### src/rtl/mc_ctrl_fsm.sv
`default_nettype none
// ============================================================================
//  Module   : mc_ctrl_fsm
//  Purpose  : Multicycle MIPS control unit (Moore main decoder + ALU decoder)
//             with a retired-instruction counter.
//  Revision : 1.0
// ============================================================================
module mc_ctrl_fsm #(
    parameter int CNT_W = 32
) (
    input  logic             clk,
    input  logic             rst,
    input  logic [5:0]       Op,
    input  logic [5:0]       Funct,
    output logic             PCWrite,
    output logic             Branch,
    output logic [1:0]       PCSrc,
    output logic [2:0]       ALUControl,
    output logic [1:0]       ALUSrcB,
    output logic             ALUSrcA,
    output logic             RegWrite,
    output logic             lorD,
    output logic             MemWrite,
    output logic             IRWrite,
    output logic             RegDst,
    output logic             MemtoReg,
    output logic [3:0]       state_o,
    output logic [CNT_W-1:0] retired
);

    localparam logic [3:0] S_FETCH  = 4'd0;
    localparam logic [3:0] S_DECODE = 4'd1;
    localparam logic [3:0] S_MEMADR = 4'd2;
    localparam logic [3:0] S_MEMRD  = 4'd3;
    localparam logic [3:0] S_MEMWB  = 4'd4;
    localparam logic [3:0] S_MEMWR  = 4'd5;
    localparam logic [3:0] S_EXEC   = 4'd6;
    localparam logic [3:0] S_ALUWB  = 4'd7;
    localparam logic [3:0] S_BRANCH = 4'd8;
    localparam logic [3:0] S_ADDIEX = 4'd9;
    localparam logic [3:0] S_ADDIWB = 4'd10;
    localparam logic [3:0] S_JUMP   = 4'd11;

    localparam logic [5:0] c_OP_R    = 6'b000000;
    localparam logic [5:0] c_OP_J    = 6'b000010;
    localparam logic [5:0] c_OP_BEQ  = 6'b000100;
    localparam logic [5:0] c_OP_ADDI = 6'b001000;
    localparam logic [5:0] c_OP_LW   = 6'b100011;
    localparam logic [5:0] c_OP_SW   = 6'b101011;

    localparam logic [1:0] c_ALUOP_ADD   = 2'b00;
    localparam logic [1:0] c_ALUOP_SUB   = 2'b01;
    localparam logic [1:0] c_ALUOP_FUNCT = 2'b10;

    logic [3:0]       r_state;
    logic [CNT_W-1:0] r_retired;
    logic [1:0]       w_alu_op;
    logic             w_retire;

    // States that complete an instruction; leaving one of them retires it.
    assign w_retire = (r_state == S_MEMWB)  || (r_state == S_MEMWR)  ||
                      (r_state == S_ALUWB)  || (r_state == S_BRANCH) ||
                      (r_state == S_ADDIWB) || (r_state == S_JUMP);

    always_ff @(posedge clk or posedge rst) begin
        if (rst) begin
            r_state   <= S_FETCH;
            r_retired <= '0;
        end else begin
            if (w_retire)
                r_retired <= r_retired + CNT_W'(1);
            case (r_state)
                S_FETCH:  r_state <= S_DECODE;
                S_DECODE: begin
                    case (Op)
                        c_OP_LW, c_OP_SW: r_state <= S_MEMADR;
                        c_OP_R:           r_state <= S_EXEC;
                        c_OP_BEQ:         r_state <= S_BRANCH;
                        c_OP_ADDI:        r_state <= S_ADDIEX;
                        c_OP_J:           r_state <= S_JUMP;
                        default:          r_state <= S_FETCH;
                    endcase
                end
                S_MEMADR: r_state <= (Op == c_OP_LW) ? S_MEMRD : S_MEMWR;
                S_MEMRD:  r_state <= S_MEMWB;
                S_EXEC:   r_state <= S_ALUWB;
                S_ADDIEX: r_state <= S_ADDIWB;
                default:  r_state <= S_FETCH;
            endcase
        end
    end

    // ALUOp is left at add (00) in states that do not use the ALU result.
    always_comb begin
        PCWrite  = 1'b0;
        Branch   = 1'b0;
        PCSrc    = 2'b00;
        ALUSrcB  = 2'b00;
        ALUSrcA  = 1'b0;
        RegWrite = 1'b0;
        lorD     = 1'b0;
        MemWrite = 1'b0;
        IRWrite  = 1'b0;
        RegDst   = 1'b0;
        MemtoReg = 1'b0;
        w_alu_op = c_ALUOP_ADD;
        case (r_state)
            S_FETCH:  begin IRWrite = 1'b1; PCWrite = 1'b1; ALUSrcB = 2'b01; end
            S_DECODE: ALUSrcB = 2'b11;
            S_MEMADR: begin ALUSrcA = 1'b1; ALUSrcB = 2'b10; end
            S_MEMRD:  lorD = 1'b1;
            S_MEMWB:  begin RegWrite = 1'b1; MemtoReg = 1'b1; end
            S_MEMWR:  begin lorD = 1'b1; MemWrite = 1'b1; end
            S_EXEC:   begin ALUSrcA = 1'b1; w_alu_op = c_ALUOP_FUNCT; end
            S_ALUWB:  begin RegWrite = 1'b1; RegDst = 1'b1; end
            S_BRANCH: begin
                ALUSrcA  = 1'b1;
                w_alu_op = c_ALUOP_SUB;
                Branch   = 1'b1;
                PCSrc    = 2'b01;
            end
            S_ADDIEX: begin ALUSrcA = 1'b1; ALUSrcB = 2'b10; end
            S_ADDIWB: RegWrite = 1'b1;
            S_JUMP:   begin PCWrite = 1'b1; PCSrc = 2'b10; end
            default:  ;
        endcase
    end

    always_comb begin
        ALUControl = 3'b010;
        case (w_alu_op)
            c_ALUOP_SUB: ALUControl = 3'b110;
            c_ALUOP_FUNCT: begin
                case (Funct)
                    6'b100010: ALUControl = 3'b110;
                    6'b100100: ALUControl = 3'b000;
                    6'b100101: ALUControl = 3'b001;
                    6'b101010: ALUControl = 3'b111;
                    default:   ALUControl = 3'b010;
                endcase
            end
            default: ALUControl = 3'b010;
        endcase
    end

    assign state_o = r_state;
    assign retired = r_retired;

endmodule
`default_nettype wire

### config.mk
export PLATFORM = sky130hd
export DESIGN_NAME = mc_ctrl_fsm
export DESIGN_NICKNAME = d
export VERILOG_FILES = /design/src/rtl/mc_ctrl_fsm.sv
export SDC_FILE = /design/constraint.sdc
export NUM_CORES = 1
export LEC_CHECK = 0
export ABC_AREA = 1
export BUFFER_PORTS_ARGS = -buffer_cell sky130_fd_sc_hd__buf_2
export CAP_MARGIN = 20
export CORE_UTILIZATION = 50
export CTS_CLUSTER_SIZE = 16
export DETAILED_ROUTE_END_ITERATION = 8
export GPL_TIMING_DRIVEN = 0
export MAX_ROUTING_LAYER = met4
export PLACE_DENSITY = 0.77
export SYNTH_ARGS = -nofsm -noshare
export SYNTH_HDL_FRONTEND = slang
export SYNTH_SLANG_ARGS = --single-unit
### constraint.sdc
create_clock -name clk -period 4.7 [get_ports clk]
set_input_delay 0.705 -clock clk [delete_from_list [all_inputs] [get_ports clk]]
set_output_delay 0.705 -clock clk [all_outputs]
set_load 0.005 [all_outputs]
==> flow_metrics.tcl <==
set metrics [dict create \
    p_per_area_nw_per_um2 277.3 \
    fin_crit_sh 0.5774 \
    path_cells "nor2_1 -> inv_1 -> nor2_1 -> inv_1 -> ha_1 -> a21boi_0 -> buf_2" \
    post_cts_resized 0 \
    use_met3 0.03276 \
    worst_pin_slew_ns 0.5588 \
    hold_viol_final 0 \
    top_usage_layer "met2" \
    gp_congestion 0.8316 \
    synth_cells 320 \
    cp_slowest_stage_delay_ns 0.41 \
    use_met1 0.3116 \
    clock-sinks 36 \
    cts_buffers 5 \
    crit_required_ns 3.99 \
    synth-seq-cells 36 \
    ys_types 30 \
    cts_tree "built" \
    die_y_um 70.86 \
    clock_skew_ns 0.004287 \
    area_growth_pct 21.42 \
    drt_iter0_drc 116 \
    hold_path_class "in -> async" \
    drive_gt1_frac 0.2437 \
    synthesis.area_um2 2371 \
    die-area_um2 5021 \
    crit_start "state_o[3]$_DFF_PP0_" \
    synth.net_count 338 \
    dp_hpwl_um 4215 \
    die_w_um 70.86 \
    grt_max_degree 25 \
    core-area_um2 4444 \
    worstSetupStartpointType "flop" \
    critPathMaxFanout 5 \
    status "complete, no violations" \
    period_needed_ns 2.714 \
    rsz0062_at_grt "false" \
    slew_headroom 0.6270 \
    post-cts-setup-buffers 0 \
    synth_top_area_share 0.3799 \
    grt_use_met2 0.3910 \
    row_count 24 \
    cp-end-kind "output port" \
    yosysTopAreaCell "dfrtp_1" \
    fmax_mhz 368.5 \
    syn_area_per_cell_um2 7.409 \
    drv_slew 0 \
    cts.clk_slew.worst_paths_ns 0.07 \
    crit_arrival_ns 2.01 \
    synth_area_leaders "dfrtp_1 (38%), nand2_1 (13%), inv_1 (7.6%)" \
    cts.path.max_buffers 2 \
    yosysSeqAreaShare 0.3799 \
    tns_ns 0 \
    async_flop_share 1.000 \
    cts_hold_buf 0 \
    wirelength_um 5268 \
    seq_area_um2 900.9 \
    ys.warnings.count 0 \
    nNetsFinal 411 \
    n_antenna_cell 0 \
    placed_area_um2 2789 \
    initial_core_util 0.5335 \
    vias_per_cell 5.090 \
    num_vias 2270 \
    grt_overflow 0 \
    grt_usage 0.2396 \
    multi_input_area_um2 1245 \
    cts_root_buffer "clkbuf_8" \
    postLayoutCoreUtil 0.6478 \
    p_total_uw 798.3 \
    maxCapViolations 0 \
    portBuffers 65 \
    fillers 415 \
    reg2reg_from "retired[0]$_DFFE_PP0P_" \
    htree_levels 2 \
    synth_edf_count 0 \
    antenna_found_initial 0 \
    ant_nets 0 \
    p_leak_nw 1.544 \
    finalSetupViolCount 0 \
    synthFlopType "dfrtp_1" \
    ys_top_cells_by_count "nand2_1 (85), inv_1 (48), nor2_1 (42)" \
    critical_path_class "reg -> out" \
    first_global_vias 2116 \
    grt_first_pass_wirelength_um 9328 \
    peakVddDrop_v 0.0001380 \
    synth_most_common_cell "nand2_1" \
    clock_latency_ns 0.28 \
    drt_first_pass_iters 6 \
    fin_area_um2 2879 \
    route.detailed.drc 0 \
    ios 66 \
    slowest_stage "dfrtp_1" \
    wire_per_inst_um 11.81 \
]
[critical path, delay by kind of cell (launching register included)]
kind	cells	cell delay (ns)
compound gates	1	0.16
fa+ha+maj	1	0.31
buf+inv	3	0.40
flops	1	0.41
simple gates	2	0.45
[cell type report]
cell class / instances / share of cell area
multi-input cells: 229 / 0.4324
repair buffers: 66 / 0.1226
clock buffers: 8 / 0.03129
plain buffers: 3 / 0.01043
flip-flops and latches: 36 / 0.3129
inverters: 52 / 0.06780
well taps: 52 / 0.02260
[metal layers]
layer / vias to the layer above / wire length, µm
met5: - / 0
met4: 0 / 44
met3: 7 / 292
met2: 76 / 2565
met1: 1034 / 2366
li1: 1153 / -
[cell usage in the layout (no fill, tap or decap), drive strengths merged]
cell and count:
and3 1, o2111ai 1, nor3 6, xnor2 7, nand4 16, xor2 7
a21boi 1, dfrtp 36, clkbuf 8, nand3 27, nand2 92, nand3b 10
nor2 48, o22ai 2, inv 52, buf 69, o21ai 5, or2 1
ha 4, o31ai 1
[kinds of logic after synthesis]
logic type,after synthesis,synth area share
adder cells (fa/ha/maj),4,0.02111
AO/OA/AOI/OAI,10,0.02586
buffers and inverters,55,0.09498
AND/OR/NAND/NOR,201,0.4232
XOR/XNOR,14,0.05488
flip-flops,36,0.3799
[registers in the layout (all words and copies together) (netlist names)]
name,count
retired,32
state_o,4
[per-stage QoR]
step | worst slack [ns] | hold WS (ns) | instances
2_1_floorplan | 2.466 | 0.4842 | 320
3_3_place_gp | 2.324 | 0.4804 | 437
3_5_place_dp | 2.297 | 0.4847 | 438
4_1_cts | 1.984 | 0.4799 | 446
5_1_grt | 1.796 | 0.5052 | 446
6_report | 1.986 | 0.4595 | 446
[final timing paths]
path / end / slack [ns] / cells after the start
max: ALUControl[2] / 1.99 / 7
min: retired[6]$_DFFE_PP0P_ / 0.46 / 2
max reg2reg: retired[20]$_DFFE_PP0P_ / 3.13 / 9
min reg2reg: retired[6]$_DFFE_PP0P_ / 0.49 / 1
max in group asynchronous: state_o[2]$_DFF_PP0_ / 3.73 / 3
min in group clk: retired[6]$_DFFE_PP0P_ / 0.49 / 1
[report_power, final]
group,leakage (nW),total (mW),internal [mW],switching (mW)
sequential,0.496,0.362,0.332,0.0304
combinational,1.00,0.210,0.0867,0.123
clock,0.0455,0.226,0.120,0.107
Note: power is estimated with default switching activity, not from simulation.
